$ cat src/rtl/riscv_v_pkg.sv
// Shared vector-config constants: geometry, vtype field layout, op and FSM encodings.
package riscv_v_pkg;

   localparam int unsigned VLEN     = 128;
   localparam int unsigned ELEN     = 64;
   localparam int unsigned MAX_LMUL = 8;
   // Largest vl: SEW=8 with LMUL=MAX_LMUL.
   localparam int unsigned MAX_VLEN = VLEN * MAX_LMUL / 8;
   localparam int unsigned VL_W     = $clog2(MAX_VLEN) + 1;
   localparam int unsigned VSEW_MAX = $clog2(ELEN / 8);

   localparam int unsigned VTYPE_W   = 9;
   localparam int unsigned VLMUL_LSB = 0;
   localparam int unsigned VSEW_LSB  = 3;
   localparam int unsigned VTA_BIT   = 6;
   localparam int unsigned VMA_BIT   = 7;
   localparam int unsigned VILL_BIT  = 8;

   localparam logic [VTYPE_W-1:0] VTYPE_VILL = 9'h100;
   localparam logic [VTYPE_W-1:0] VTYPE_RST  = 9'h0C0;
   localparam logic [VL_W-1:0]    VL_RST     = VL_W'(16);

   typedef enum logic [1:0] {
      OP_VSETVLI  = 2'b00,
      OP_VSETIVLI = 2'b01,
      OP_VSETVL   = 2'b10,
      OP_ILLEGAL  = 2'b11
   } op_e;

   typedef enum logic [1:0] {
      ST_IDLE,
      ST_CALC,
      ST_COMMIT,
      ST_RESP
   } state_e;

endpackage

$ cat src/rtl/riscv_v_vlmax_calc.sv
// Combinational VLMAX and vill derivation from a candidate vtype.
module riscv_v_vlmax_calc
   import riscv_v_pkg::*;
(
   input  op_e             op,
   input  logic [2:0]      vsew,
   input  logic [2:0]      vlmul,
   input  logic            vill_bit,
   input  logic            rs2_hi_nz,
   output logic [VL_W-1:0] vlmax,
   output logic            vill
);

   localparam logic [VL_W-1:0] VLMAX_E8_M1 = VL_W'(VLEN / 8);

   logic [VL_W-1:0] base;

   always_comb begin
      base = VLMAX_E8_M1 >> vsew;
      case (vlmul)
         3'b000, 3'b001, 3'b010, 3'b011: vlmax = base << vlmul[1:0];
         3'b101:                         vlmax = base >> 3;
         3'b110:                         vlmax = base >> 2;
         3'b111:                         vlmax = base >> 1;
         default:                        vlmax = '0;
      endcase
      vill = (32'(vsew) > VSEW_MAX) || (vlmul == 3'b100) || (vlmax == '0) ||
             vill_bit || ((op == OP_VSETVL) && rs2_hi_nz) || (op == OP_ILLEGAL);
   end

endmodule

$ cat src/rtl/riscv_v_vsetvl_unit.sv
// vsetvl/vsetvli/vsetivli execution: computes new vl/vtype, pulses CSR writes, returns vl to rd.
module riscv_v_vsetvl_unit
   import riscv_v_pkg::*;
(
   input  logic                clk,
   input  logic                rst,
   input  logic                req_valid,
   output logic                req_ready,
   input  logic [1:0]          req_op,
   input  logic                req_rd_x0,
   input  logic                req_rs1_x0,
   input  logic [31:0]         req_rs1_data,
   input  logic [4:0]          req_uimm,
   input  logic [VTYPE_W-1:0]  req_vtype_imm,
   input  logic [31:0]         req_rs2_data,
   input  logic [VL_W-1:0]     cur_vl,
   input  logic                flush,
   output logic                vl_wr_en,
   output logic [VL_W-1:0]     vl_data,
   output logic                vtype_wr_en,
   output logic [VTYPE_W-1:0]  vtype_data,
   output logic                vstart_wr_en,
   output logic                resp_valid,
   input  logic                resp_ready,
   output logic                resp_rd_wr_en,
   output logic [31:0]         resp_rd_data
);

   state_e               state;
   op_e                  op_q;
   logic                 rd_x0_q;
   logic                 rs1_x0_q;
   logic [31:0]          rs1_q;
   logic [4:0]           uimm_q;
   logic [VTYPE_W-1:0]   vtype_q;
   logic                 rs2_hi_q;
   logic [VL_W-1:0]      vlmax;
   logic                 vill;
   logic [31:0]          avl;
   logic [31:0]          vlmax_ext;
   logic [VL_W-1:0]      vl_new;

   riscv_v_vlmax_calc u_vlmax_calc (
      .op        (op_q),
      .vsew      (vtype_q[VSEW_LSB +: 3]),
      .vlmul     (vtype_q[VLMUL_LSB +: 3]),
      .vill_bit  (vtype_q[VILL_BIT]),
      .rs2_hi_nz (rs2_hi_q),
      .vlmax     (vlmax),
      .vill      (vill)
   );

   // AVL is compared at full 32-bit width so large rs1 values saturate to VLMAX.
   always_comb begin
      vlmax_ext = 32'(vlmax);
      if (op_q == OP_VSETIVLI)  avl = 32'(uimm_q);
      else if (!rs1_x0_q)       avl = rs1_q;
      else if (!rd_x0_q)        avl = vlmax_ext;
      else                      avl = 32'(cur_vl);
      if (vill)                 vl_new = '0;
      else if (avl < vlmax_ext) vl_new = avl[VL_W-1:0];
      else                      vl_new = vlmax;
   end

   always_ff @(posedge clk or posedge rst) begin
      if (rst) begin
         state         <= ST_IDLE;
         op_q          <= OP_VSETVLI;
         rd_x0_q       <= 1'b0;
         rs1_x0_q      <= 1'b0;
         rs1_q         <= '0;
         uimm_q        <= '0;
         vtype_q       <= '0;
         rs2_hi_q      <= 1'b0;
         vl_data       <= VL_RST;
         vtype_data    <= VTYPE_RST;
         resp_rd_data  <= '0;
         resp_rd_wr_en <= 1'b0;
      end else begin
         case (state)
            ST_IDLE: begin
               if (req_valid) begin
                  op_q     <= op_e'(req_op);
                  rd_x0_q  <= req_rd_x0;
                  rs1_x0_q <= req_rs1_x0;
                  rs1_q    <= req_rs1_data;
                  uimm_q   <= req_uimm;
                  vtype_q  <= (op_e'(req_op) == OP_VSETVL) ? req_rs2_data[VTYPE_W-1:0]
                                                           : req_vtype_imm;
                  rs2_hi_q <= |req_rs2_data[31:8];
                  state    <= ST_CALC;
               end
            end
            ST_CALC: begin
               if (flush) begin
                  vl_data       <= VL_RST;
                  vtype_data    <= VTYPE_RST;
                  resp_rd_data  <= '0;
                  resp_rd_wr_en <= 1'b0;
                  state         <= ST_IDLE;
               end else begin
                  vl_data       <= vl_new;
                  vtype_data    <= vill ? VTYPE_VILL : vtype_q;
                  resp_rd_data  <= 32'(vl_new);
                  resp_rd_wr_en <= !rd_x0_q;
                  state         <= ST_COMMIT;
               end
            end
            ST_COMMIT: begin
               if (flush) begin
                  vl_data       <= VL_RST;
                  vtype_data    <= VTYPE_RST;
                  resp_rd_data  <= '0;
                  resp_rd_wr_en <= 1'b0;
                  state         <= ST_IDLE;
               end else begin
                  state <= ST_RESP;
               end
            end
            ST_RESP: begin
               if (flush || resp_ready) state <= ST_IDLE;
            end
         endcase
      end
   end

   // Enables decode from state; flush gates them within the cycle it arrives.
   assign req_ready    = (state == ST_IDLE);
   assign vl_wr_en     = (state == ST_COMMIT) && !flush;
   assign vtype_wr_en  = (state == ST_COMMIT) && !flush;
   assign vstart_wr_en = (state == ST_COMMIT) && !flush;
   assign resp_valid   = (state == ST_RESP) && !flush;

endmodule

$ cat config.mk
export PLATFORM = sky130hd
export DESIGN_NAME = riscv_v_vsetvl_unit
export DESIGN_NICKNAME = d
export VERILOG_FILES = /design/src/rtl/riscv_v_pkg.sv /design/src/rtl/riscv_v_vlmax_calc.sv /design/src/rtl/riscv_v_vsetvl_unit.sv
export SDC_FILE = /design/constraint.sdc
export NUM_CORES = 1
export LEC_CHECK = 0
export CORE_MARGIN = 2
export CORE_UTILIZATION = 41
export DETAILED_ROUTE_END_ITERATION = 6
export PLACE_DENSITY_LB_ADDON = 0.15
export SLEW_MARGIN = 20
export SYNTH_ARGS = -nofsm -noshare
export SYNTH_HDL_FRONTEND = slang
export SYNTH_SLANG_ARGS = --single-unit
export TNS_END_PERCENT = 20
$ cat constraint.sdc
create_clock -name clk -period 2.95 [get_ports clk]
set_input_delay 0.59 -clock clk [delete_from_list [all_inputs] [get_ports clk]]
set_output_delay 0.59 -clock clk [all_outputs]
set_load 0.02 [all_outputs]
==> results of run 1 <==
==> kinds of logic (layout without fill, tap and decap cells) <==
family | Yosys count | count (layout)
AO/OA/AOI/OAI | 81 | 81
XOR/XNOR | 4 | 4
adder cells (fa/ha/maj) | 7 | 7
buffers and inverters | 66 | 199
flip-flops | 72 | 72
multiplexers | 57 | 57
other | 1 | 24
AND/OR/NAND/NOR | 103 | 103
==> power breakdown <==
group | total (W) | internal, W | switching (W)
registers | 0.00167 | 0.00137 | 0.000295
clock network | 0.000903 | 0.000485 | 0.000418
logic | 0.00275 | 0.00146 | 0.00129
==> how the worst max path moves through the flow <==
stage,start,endpoint,depth (start not counted)
after floorplan,vtype_q[0]$_DFFE_PP0P_,vl_data[3]$_DFFE_PP0P_,13
after global placement,cur_vl[1],vl_data[1]$_DFFE_PP0P_,11
after detailed placement,vtype_q[4]$_DFFE_PP0P_,vl_data[1]$_DFFE_PP0P_,13
after CTS,vtype_q[3]$_DFFE_PP0P_,resp_rd_data[4]$_DFFE_PP0P_,12
after global routing,vtype_q[1]$_DFFE_PP0P_,vl_data[2]$_DFFE_PP0P_,15
final,vtype_q[4]$_DFFE_PP0P_,resp_rd_data[4]$_DFFE_PP0P_,13
==> area by class of cell <==
| class | count | area, um2 | share of cell area (%) |
|---|---|---|---|
| Multi-Input combinational cell | 276 | 2070 | 34.7 |
| Clock inverter | 7 | 101 | 1.70 |
| Inverter | 9 | 33.8 | 0.567 |
| Sequential cell | 72 | 1810 | 30.4 |
| Clock buffer | 9 | 124 | 2.08 |
| Timing Repair Buffer | 174 | 1660 | 27.8 |
| Tap cell | 133 | 166 | 2.79 |
==> per-stage QoR <==
stage / hold WS, ns / setup WS, ns / power, W / TNS, ns
after CTS: 0.493 / -0.145 / 0.00522 / -0.999
after global routing: 0.529 / -0.339 / 0.00566 / -2.64
after detailed placement: 0.474 / -0.263 / 0.00415 / -1.62
after floorplan: 0.472 / -0.0852 / 0.00323 / -0.321
after global placement: 0.469 / -0.189 / 0.00408 / -0.992
final: 0.493 / -0.211 / 0.00532 / -1.70
==> layer usage <==
metal	part of all wire [%]	vias to the layer above
met5	0	-
met4	1.7	0
met3	8.1	18
met2	49	154
met1	42	1688
li1	-	1679
==> cells in the mapped netlist, drive strengths merged, types with 4 or more instances <==
cell    number
dfrtp       69
nor3b        4
o211ai       5
and2         4
nor2        20
a21oi       18
a211oi       4
clkbuf      17
nand2       18
mux2i       15
ha           7
o22ai        6
a22o         8
nor2b        5
nor3         6
nand3        5
buf         40
inv          9
o21ai       14
nand2b       6
nor4        13
mux2        42
o21a         4
==> timing repair <==
item	4_1_cts	5_1_grt
pin swaps	5	12
resized for setup	10	8
endpoints found under the setup margin	9	9
buffers inserted	6	1
==> flip-flops by register name, indices dropped and copies added, names as in the netlist <==
signal         count
vl_data            7
resp_rd_data       2
vtype_data         9
rd_x0_q            1
uimm_q             5
rs1_x0_q           1
vtype_q            9
state              2
rs1_q             32
rs2_hi_q           1
op_q               2
resp_rd_wr_en      1
==> results.sh, run 1 <==
export IMPL_outcome="complete, but fails checks"
export IMPL_violations="negative setup slack"
export IMPL_path_class="reg -> reg"
export IMPL_die_w_um=104
export IMPL_postLayoutCoreUtil_pct=61.0
export IMPL_fillers=850
export IMPL_drc=0
export IMPL_worst_pin_slew_ns=0.550
export IMPL_vias_per_cell=5.20
export IMPL_synth_top_family_by_area="multiplexers"
export IMPL_synth_ff_latch_count=72
export IMPL_final_common_cell="clkdlybuf4s50_1"
export IMPL_r2r_setup_slack_ns=-0.21
export IMPL_rsz0062_at_grt="yes"
export IMPL_slowest_stage="dfrtp_2"
export IMPL_antenna_cells=0
export IMPL_drv_slew=0
export IMPL_synthTopCellsByArea="dfrtp_1, mux2_2, buf_4"
export IMPL_mostFrequentLayoutCells="clkdlybuf4s50_1, dfrtp_1, buf_4, mux2_2, conb_1"
export IMPL_track_usage_pct=19.0
export IMPL_synthAdderAreaFrac_pct=2.13
export IMPL_num_rows=36
export IMPL_synthSimpleGateAreaFrac_pct=14.5
export IMPL_p_leak_nw=2.45
export IMPL_antenna_left=0
export IMPL_dp_cells=657
export IMPL_drt_wirelength_per_cell_um=15.3
export IMPL_required_ns=3.20
export IMPL_ir_drop_mv=0.371
export IMPL_worst_setup_path_start_kind="flip-flop"
export IMPL_cpLargestDelayFamily="compound AO/OA/AOI/OAI gates"
export IMPL_synth_compound_area_share_pct=14.1
export IMPL_drtIter0Drc=141
export IMPL_wirelength_um=10400
export IMPL_p_per_area_nw_per_um2=892
export IMPL_dieArea_um2=10900
export IMPL_rr_startpoint="vtype_q[4]$_DFFE_PP0P_"
export IMPL_grt_pass1_wl_um=16700
export IMPL_worst_r2r_endpoint="resp_rd_data[4]$_DFFE_PP0P_"
export IMPL_portBuffers=125
export IMPL_insertion_delay_ns=0.35
export IMPL_fin_cells=680
export IMPL_fin_ws_ns=-0.211
export IMPL_via_count=3539
export IMPL_fin_crit_sh_pct=107
export IMPL_syn2layout_area_growth_pct=44.7
export IMPL_place_area_um2=5620
export IMPL_gp_congestion=0.835
export IMPL_synth_area_per_cell_um2=10.5
export IMPL_gr_total_overflow=0
export IMPL_cp_arrival_ns=3.41
export IMPL_clk_pin_slew_ns=0.09
export IMPL_whs_endpoint="vtype_data[5]$_DFFE_PP0P_"
export IMPL_hold_start="vtype_data[5]$_DFFE_PP0P_"
export IMPL_skew_ns=0.0116
export IMPL_cts_hold_buf=0
export IMPL_ys_types=64
export IMPL_syn_cell_area_um2=4120
export IMPL_path_cells="buf_4 > inv_1 > a31oi_1 > nor3_1 > or4_4 > o2111a_1 > ha_1 > o21a_1 > o21ai_2 > a21oi_2 > a211oi_2 > mux2_2 > a22o_1"
export IMPL_maxSlewHeadroom_pct=63.2
export IMPL_fp_coreArea_um2=9770
export IMPL_synth_edf_count=0
export IMPL_synth_warnings=0
export IMPL_setup_viol=9
export IMPL_io_pins=150
export IMPL_grt_busiest_layer="met2"
export IMPL_root_buffer="clkbuf_8"
export IMPL_hold_path_class="reg -> reg"
export IMPL_drive_gt1_share_pct=23.6
export IMPL_final_area_um2=5960
export IMPL_fin_crit_ns=3.16
export IMPL_max_stage_delay_ns=0.45
export IMPL_hold_violations=0
export IMPL_yosys_area_top_type="dfrtp_1"
export IMPL_initial_utilization_pct=42.1
export IMPL_hold_path_depth=1
export IMPL_cts_tree="yes"
export IMPL_crit_buf_inv=2
export IMPL_yosysTopAreaCellShare_pct=41.9
export IMPL_clock_path_buffers=2
export IMPL_htree_levels=3
export IMPL_drv_cap=0
export IMPL_use_met3_pct=6.27
export IMPL_grt_max_degree=73
export IMPL_use_met1_pct=23.2
export IMPL_yosys_most_used_dff="dfrtp_1"
export IMPL_use_met2_pct=32.0
export IMPL_muxShareOfSynthArea_pct=15.1
export IMPL_die_h_um=104
export IMPL_first_pass_iters=4
export IMPL_clock_sinks=72
export IMPL_yosysSeqAreaShare_pct=43.8
export IMPL_worstSetupEndpointType="flip-flop"
export IMPL_cp_max_fo=7
export IMPL_syn_inst=391
export IMPL_synth_async_reset_ratio_pct=100
export IMPL_synth_xor_area_share_pct=0.851
export IMPL_grt_pass1_vias=3480
export IMPL_dpl_hpwl_um=7920
export IMPL_layout_nets=644
export IMPL_grt_antenna_before_repair=0
export IMPL_reg2reg_depth=13
export IMPL_fmax_ghz=0.316
export IMPL_cts_buffers=9
No activity file was read; power rests on OpenSTA's default activity.
==> inputs of run 2 (changes only) <==
==> constraint.sdc (replaced) <==
create_clock -name clk -period 2.95 [get_ports clk]
set_input_delay 0.4425 -clock clk [delete_from_list [all_inputs] [get_ports clk]]
set_output_delay 0.4425 -clock clk [all_outputs]
set_load 0.02 [all_outputs]
==> run 2 against run 1 <==
The run still ends with negative setup slack left; wire length is 1.1% lower; combinational power is 3% lower; critical path type unchanged; utilization is 0.22 points lower; final area is 0.36% lower; register-to-register slack worse by 0.05 ns; power is 1.1% lower.
==> results.sh, run 2 (synthesis gave the netlist of run 1 again) <==
export IMPL_outcome="complete, but fails checks"
export IMPL_violations="negative setup slack"
export IMPL_slowest_stage="dfrtp_2"
export IMPL_syn2layout_area_growth_pct=44.1
export IMPL_fmax_ghz=0.311
export IMPL_antenna_left=0
export IMPL_ir_drop_mv=0.349
export IMPL_cts_buffers=9
export IMPL_dieArea_um2=10900
export IMPL_final_common_cell="clkdlybuf4s50_1"
export IMPL_drv_slew=0
export IMPL_worstSetupEndpointType="flip-flop"
export IMPL_drt_wirelength_per_cell_um=15.2
export IMPL_dpl_hpwl_um=7750
export IMPL_rsz0062_at_grt="yes"
export IMPL_portBuffers=125
export IMPL_track_usage_pct=18.8
export IMPL_cpLargestDelayFamily="compound AO/OA/AOI/OAI gates"
export IMPL_maxSlewHeadroom_pct=53.3
export IMPL_first_pass_iters=4
export IMPL_place_area_um2=5610
export IMPL_cp_arrival_ns=3.51
export IMPL_fillers=853
export IMPL_worst_pin_slew_ns=0.700
export IMPL_drc=0
export IMPL_p_per_area_nw_per_um2=886
export IMPL_drtIter0Drc=133
export IMPL_hold_violations=0
export IMPL_cts_tree="yes"
export IMPL_clock_sinks=72
export IMPL_worst_setup_path_start_kind="flip-flop"
export IMPL_gr_total_overflow=0
export IMPL_largest_reg_flops=32
export IMPL_die_w_um=104
export IMPL_grt_pass1_wl_um=16500
export IMPL_reg_top3="rs1_q (32), vtype_data (9), vtype_q (9)"
export IMPL_num_rows=36
export IMPL_die_h_um=104
export IMPL_fin_crit_ns=3.22
export IMPL_gp_congestion=0.857
export IMPL_skew_ns=0.00477
export IMPL_insertion_delay_ns=0.36
export IMPL_p_leak_nw=2.44
export IMPL_grt_max_degree=63
export IMPL_path_class="reg -> reg"
export IMPL_hold_path_class="reg -> reg"
export IMPL_setup_viol=9
export IMPL_max_stage_delay_ns=0.49
export IMPL_clk_pin_slew_ns=0.08
export IMPL_wirelength_um=10300
export IMPL_mostFrequentLayoutCells="clkdlybuf4s50_1, dfrtp_1, buf_4, mux2_2, conb_1"
export IMPL_via_count=3442
export IMPL_path_cells="xnor2_2 > a21oi_2 > nor2_1 > or4_4 > o2111a_1 > ha_1 > o21a_1 > o21ai_2 > a21oi_2 > a211oi_2 > buf_4 > buf_6 > mux2i_2 > a22o_1"
export IMPL_grt_antenna_before_repair=0
export IMPL_cp_max_fo=8
export IMPL_drive_gt1_share_pct=23.7
export IMPL_fin_crit_sh_pct=109
export IMPL_clock_path_buffers=2
export IMPL_drv_cap=0
export IMPL_top_register="rs1_q"
export IMPL_initial_utilization_pct=42.1
export IMPL_vias_per_cell=5.08
export IMPL_antenna_cells=0
export IMPL_fin_ws_ns=-0.266
export IMPL_layout_nets=641
export IMPL_grt_pass1_vias=3428
export IMPL_fp_coreArea_um2=9770
export IMPL_setup_tns_final_ns=-2.04
export IMPL_htree_levels=3
export IMPL_final_area_um2=5940
export IMPL_cpMostUsedCell="a21oi_2"
export IMPL_root_buffer="clkbuf_8"
export IMPL_required_ns=3.25
export IMPL_postLayoutCoreUtil_pct=60.7
export IMPL_crit_buf_inv=2
export IMPL_io_pins=150
export IMPL_hold_ws_ns=0.488
run 2: cell type report:
class | count | area (um2) | share of cell area (%)
multi-input cells | 276 | 2080 | 35.0
well taps | 133 | 166 | 2.80
inverters | 9 | 33.8 | 0.569
clock inverters | 7 | 101 | 1.71
repair buffers | 171 | 1630 | 27.4
flip-flops and latches | 72 | 1810 | 30.5
clock buffers | 9 | 124 | 2.09
run 2: repair_timing:
| action | CTS | global route |
|---|---|---|
| setup buffers | 5 | 1 |
| gates resized for setup | 7 | 9 |
| hold buffers | 0 | 0 |
| setup endpoints to repair | 9 | 9 |
| pin swaps | 6 | 8 |
run 2: through the flow:
step	worst slack (ns)	cells	total power, W
finish	-0.266	677	0.00526
global placement	-0.120	655	0.00404
detailed placement	-0.203	655	0.00411
floorplan	-0.0852	414	0.00323
CTS	-0.170	676	0.00515
global route	-0.402	677	0.00560
run 2: report_power, final:
group	switching (W)	leakage, nW	total, W	internal [W]
Combinational	0.00124	1.48	0.00267	0.00143
Clock	0.000416	0.107	0.000901	0.000485
Sequential	0.000316	0.860	0.00169	0.00137
run 2: final timing paths:
path                                           startpoint                   endpoint  slack, ns  cells after the start
worst min register to register  vtype_data[5]$_DFFE_PP0P_  vtype_data[5]$_DFFE_PP0P_       0.49                      1
worst min-delay path            vtype_data[5]$_DFFE_PP0P_  vtype_data[5]$_DFFE_PP0P_       0.49                      1
min in group asynchronous                             rst      rs1_q[14]$_DFFE_PP0P_       0.51                      2
worst max register to register     vtype_q[4]$_DFFE_PP0P_     vl_data[2]$_DFFE_PP0P_      -0.27                     14
max in group asynchronous                             rst     vl_data[4]$_DFFE_PP1P_       1.71                      3
worst max-delay path               vtype_q[4]$_DFFE_PP0P_     vl_data[2]$_DFFE_PP0P_      -0.27                     14
run 2: routing by layer:
layer | up-vias | track usage [%] | part of all wire (%)
met5 | - | 0 | 0
met4 | 0 | 4.73 | 1.1
met3 | 13 | 5.45 | 7.0
met2 | 144 | 32.6 | 49
met1 | 1615 | 23.1 | 43
li1 | 1670 | - | -
==> RTL edit 1: new RTL, config.mk and constraints of run 1 <==
Encoding of `state_e`: now Gray code (2 bits for 4 states).
--- a/src/rtl/riscv_v_pkg.sv
+++ b/src/rtl/riscv_v_pkg.sv
@@ -29,8 +29,8 @@
 
    typedef enum logic [1:0] {
-      ST_IDLE,
-      ST_CALC,
-      ST_COMMIT,
-      ST_RESP
+      ST_IDLE   = 2'b00,
+      ST_CALC   = 2'b01,
+      ST_COMMIT = 2'b11,
+      ST_RESP   = 2'b10
    } state_e;
 
Check against the original RTL: same outputs for any inputs over 10 cycles, from zero or initial values and one cycle with rst high; not proved beyond that.
==> RTL edit 1 against run 1 <==
  * The run still ends with setup timing left
  * Clock skew down 0.00069 ns
  * Cell area down 0.88%
  * Die area down 2.0%
  * Power down 27%
  * Wire length down 5.3%
  * Sequential cell count unchanged
  * Count of clock-buffer cells in the layout unchanged
  * Combinational power down 40%
  * Area after synthesis down 2.1%
  * Clock power down 9.9%
  * Setup slack better by 0.11 ns
  * Critical endpoint unchanged
==> RTL edit 1: results (changes against run 1) <==
* Startpoint Class: flip-flop
* Most area-consuming cells after synthesis: dfrtp_1 (43%), mux2_2 (11%), buf_4 (6.1%), mux2i_1 (2.7%), nor2_1 (2.3%)
* Drt pass-1 iters at 5 (+1)
* Ys Warns at 0 (unchanged)
* Failing checks: setup timing
* Synth Flop Type: dfrtp_1
* Slowest CP cell: dfrtp_2
* Syn_area_per_cell at 10.6 µm² (+0.71%)
* Initial antenna violation count at 0 (unchanged)
* CTS HTree Levels at 3 (unchanged)
* Clock-pin slew on the worst setup and hold paths at around 0.08 ns
* Commonest cells in the netlist: dfrtp_1 (69), mux2_2 (41), buf_4 (33), nor2_1 (25), nand2_1 (18)
* Post-synthesis sequential area ratio at 44.8% (+0.95 points)
* Via density at 5.02 (-3.5%)
* Worst Path Arrival at 3.30 ns (-0.11 ns)
* Least-Margin Pin Slew at 0.607 ns (+0.0568 ns)
* Total CTS buffers at 9 (unchanged)
* Setup TNS at -0.265 ns (+1.44 ns)
* Critical path peak fanout at 8 (+1)
* Setup violators final at 4 (-5)
* Worst path max stage delay at 0.45 ns (about the same)
* Vias at 3376 (-4.6%)
* HP Class: reg -> reg
* Worst-case clock buffer depth at 2 (unchanged)
* Worst slack, placed at -0.296 ns (-0.0327 ns)
* Min setup slack post-route at -0.106 ns (+0.106 ns)
* M3 GR Usage at 5.76% (-0.50 points)
* Overall global routing resource usage at 19.6% (+0.66 points)
* First-pass GRT wire length at 16200 µm (-2.7%)
* Fillcell total at 853 (+0.35%)
* N_diodes at 0 (unchanged)
* Placed Instances at 649 (-1.2%)
* Ys async rst share at 100% (unchanged)
* Worst VDD drop at 342 µV (-8.0%)
* Fin Clk Skew at 0.0109 ns (-0.000695 ns)
* CTS root buffer: clkbuf_8
* Leak pwr at 2.47 nW (+0.77%)
* Largest registers: rs1_q: 32 flops, vtype_data: 9 flops, vtype_q: 9 flops
* WL per Instance at 14.7 µm (-4.2%)
* Synth cell types at 62 (-3.1%)
* Status: finished with violations
* Largest net degree at the start of global routing at 64 (-12%)
* Final Wtd Congestion at 0.842 (+0.90%)
* Share of layout cells above drive strength 1 at 26.3% (+2.8 points)
* Initial drt markers at 96 (-32%)
* Fin nets at 636 (-1.2%)
* Routing usage on met1 at 25.1% (+1.8 points)
* DP Wirelength at 7550 µm (-4.7%)
* PortBufs at 125 (unchanged)
* M2 GR Usage at 32.5% (+0.52 points)
* Worst skew pair latency at 0.35 ns (about the same)
[RTL edit 1: cell count changes in the layout (fill, tap and decap cells not counted), sizes merged, moves of 2 or more]
cell    delta
nor3       -5
mux2i      -4
o22ai      -5
nor2       +5
and3b      +2
a211o      +2
a211oi     -2
or2        +2
[RTL edit 1: cells by family (layout without fill, tap and decap cells)]
group	after synthesis	count (layout)	share of synthesized area [%]
AO/OA/AOI/OAI	76	76	13.9
XOR/XNOR	2	2	0.435
adder cells (fa/ha/maj)	7	7	2.17
buffers and inverters	64	200	9.44
flip-flops	72	72	44.8
multiplexers	52	52	14.2
other	1	24	0.0930
AND/OR/NAND/NOR	106	106	15.0
[RTL edit 1: area by class of cell]
cell class	instances	area share [%]
clock inverter	7	1.33
inverter	9	0.572
clock buffer	9	2.10
multi-input combinational	267	34.4
timing repair buffer	175	28.1
sequential	72	30.7
tap	133	2.82
[RTL edit 1: where the power goes]
part / switching (mW) / internal (mW) / total (mW)
Combinational: 0.758 / 0.898 / 1.66
Sequential: 0.164 / 1.22 / 1.38
Clock: 0.415 / 0.399 / 0.814
[RTL edit 1: stage by stage]
step                area [µm²]  util [%]
floorplan                 4140         -
global route              5910      61.3
detailed placement        5550      57.6
CTS                       5840      60.6
finish                    5910      61.3
global placement          5550      57.6
[RTL edit 1: metal layers]
metal  wire [µm]  part of all wire [%]  vias to the layer above
met5           0                     0                        -
met2        4800                    49                      112
li1            -                     -                     1627
met3         623                   6.3                       13
met4         141                   1.4                        0
met1        4280                    43                     1624
[RTL edit 1: worst paths after layout]
check / startpoint / end / slack (ns) / depth (start not counted)
setup / recovery: vtype_q[4]$_DFFE_PP0P_ / resp_rd_data[4]$_DFFE_PP0P_ / -0.11 / 14
hold / removal: resp_rd_wr_en$_DFFE_PP0P_ / resp_rd_wr_en$_DFFE_PP0P_ / 0.49 / 2
setup reg to reg: vtype_q[4]$_DFFE_PP0P_ / resp_rd_data[4]$_DFFE_PP0P_ / -0.11 / 14
hold reg to reg: resp_rd_wr_en$_DFFE_PP0P_ / resp_rd_wr_en$_DFFE_PP0P_ / 0.49 / 2
max in group asynchronous: rst / vtype_data[2]$_DFFE_PP0P_ / 1.58 / 4
min in group asynchronous: rst / rs1_q[10]$_DFFE_PP0P_ / 0.61 / 2
[RTL edit 1: repair_timing]
action	in CTS	in global routing
pin swaps	8	7
gates cloned	0	0
buffers inserted	6	1
endpoints found under the setup margin	9	9
gates resized for setup	13	15
[RTL edit 1: worst max-delay path: cells and delay by family, from the launching register on]
kind | cells | cell delay, ns
compound gates | 8 | 1.32
mux | 1 | 0.32
fa+ha+maj | 1 | 0.26
simple gates | 2 | 0.24
buf+inv | 2 | 0.35
flops | 1 | 0.45
==> RTL edit 2: new RTL, flow settings as in run 1 <==
Made on the original files. `VTYPE_W`: 9 -> 11.
--- a/src/rtl/riscv_v_pkg.sv
+++ b/src/rtl/riscv_v_pkg.sv
@@ -10,5 +10,5 @@
    localparam int unsigned VSEW_MAX = $clog2(ELEN / 8);
 
-   localparam int unsigned VTYPE_W   = 9;
+   localparam int unsigned VTYPE_W   = 11;
    localparam int unsigned VLMUL_LSB = 0;
    localparam int unsigned VSEW_LSB  = 3;
Interface: changed (resized req_vtype_imm and vtype_data); port bits go from 150 to 154. The function was not compared with the original's and may differ.
==> RTL edit 2 against run 1 <==
  * The flow still finishes with violations (setup timing)
  * Clock skew down 0.0020 ns
  * Critical path type unchanged
  * Cell count up 5.4%
  * Setup slack worse by 0.28 ns
  * Via count up 1.9%
  * Count of clock-buffer cells in the layout up 3
  * Wire length up 3.7%
  * Power up 5.0%
  * Critical path depth down 3
  * Cell area up 6.4%
  * Critical endpoint unchanged
  * Area after synthesis up 2.5%
  * Largest power group unchanged
  * Sequential cell count up 4
==> RTL edit 2: results (changes against run 1) <==
* Largest registers: rs1_q: 32 flops, vtype_data: 11 flops, vtype_q: 11 flops
* Initial drt markers at 87 (-38%)
* Placement Cell Area at 5910 µm² (+5.1%)
* Vias at 3606 (+1.9%)
* DP Wirelength at 8080 µm (+2.0%)
* Slowest CP cell: or4b_4
* Setup violators final at 9 (unchanged)
* PortBufs at 129 (+3.2%)
* Fin Clk Skew at 0.00963 ns (-0.00201 ns)
* Largest net degree at the start of global routing at 67 (-8.2%)
* Leak pwr at 2.65 nW (+7.8%)
* Final WL at 10800 µm (+3.7%)
* Share of layout cells above drive strength 1 at 27.0% (+3.4 points)
* Synth cell types at 59 (-7.8%)
* Status: finished with violations
* Worst slack, placed at -0.459 ns (-0.196 ns)
* Failing checks: setup timing
* Final Wtd Congestion at 0.883 (+5.8%)
* First-pass GRT wire length at 17000 µm (+1.6%)
* Min setup slack post-route at -0.489 ns (-0.278 ns)
* FF-to-FF path depth at 10 (-3)
* Slew margin rel. at 50.3% (-13 points)
* Worst Path Arrival at 3.68 ns (+0.27 ns)
* Commonest cells in the netlist: dfrtp_1 (73), mux2_2 (42), buf_4 (33), nor2_1 (27), a21oi_1 (25)
* Worst VDD drop at 395 µV (+6.5%)
* Hold Crit Endpoint: vtype_data[5]$_DFFE_PP0P_
* Post-synthesis sequential area ratio at 45.2% (+1.3 points)
* Fin nets at 680 (+5.6%)
* Vias in the first global route at 3526 (+1.3%)
* Critical path peak fanout at 4 (-3)
* Most area-consuming cells after synthesis: dfrtp_1 (43%), mux2_2 (11%), buf_4 (5.9%), mux2i_1 (3.6%), a21oi_1 (3.0%)
* Overall global routing resource usage at 19.2% (+0.23 points)
* Worst path max stage delay at 0.54 ns (+0.09 ns)
-- RTL edit 2: cell types whose count changed after synthesis, moves of 3 or more --
cell	delta
buf_2	-4
o211ai_1	-3
nor3b_1	+4
nor2_1	+7
clkbuf_1	+4
dfrtp_1	+4
and2_1	+3
nand2_1	-3
a21oi_1	+7
or3b_2	+4
-- RTL edit 2: critical path: cells and delay by family (launching register included) --
family / cells / cell delay [ns]
buffers and inverters: 1 / 0.21
AND/OR/NAND/NOR: 3 / 1.26
adder cells (fa/ha/maj): 1 / 0.18
multiplexers: 1 / 0.31
flip-flops: 1 / 0.39
AO/OA/AOI/OAI: 4 / 0.99
-- RTL edit 2: repair_timing --
item / CTS / global route
buffers inserted: 5 / 4
endpoints found under the setup margin: 9 / 9
cloned: 1 / 0
hold buffers: 0 / 0
gates resized for setup: 9 / 13
pin swaps: 13 / 12
-- RTL edit 2: metal layers --
layer | up-vias | routed length, µm | track usage [%]
met5 | - | 0 | 0
met4 | 0 | 170 | 7.43
met3 | 15 | 522 | 3.96
met2 | 98 | 5460 | 32.6
met1 | 1738 | 4640 | 24.0
li1 | 1755 | - | -
-- RTL edit 2: through the flow --
step	setup TNS, ns	util [%]	total power [mW]	hold WS, ns	std cells
6_report	-3.75	62.5	5.58	0.496	717
5_1_grt	-5.04	62.5	5.95	0.512	717
4_1_cts	-3.07	61.6	5.40	0.506	713
3_5_place_dp	-3.26	58.3	4.27	0.487	691
3_3_place_gp	-2.56	58.3	4.20	0.472	691
2_1_floorplan	-2.21	-	3.24	0.467	424
-- RTL edit 2: where the power goes --
group          total, mW  switching [mW]  leakage [nW]  internal (mW)
registers           1.71           0.270         0.912           1.44
clock network      0.909           0.387         0.113          0.522
logic               2.96            1.37          1.62           1.59
-- RTL edit 2: final cells by class --
type	instances	area, µm²
fill	837	3800
multi-input combinational	283	2150
sequential	76	1910
timing repair buffer	198	1850
tap	136	170
clock buffer	12	155
clock inverter	4	72.6
inverter	8	31.3
-- RTL edit 2: logic make-up after synthesis --
group,synth area share (%)
adders and majority gates,2.08
and+or+nand+nor,14.3
DFF,45.2
AOI/OAI and AO/OA,13.9
xor gates and xnor gates,0.830
muxes,14.8
other,0.0889
buffers and inverters,8.89
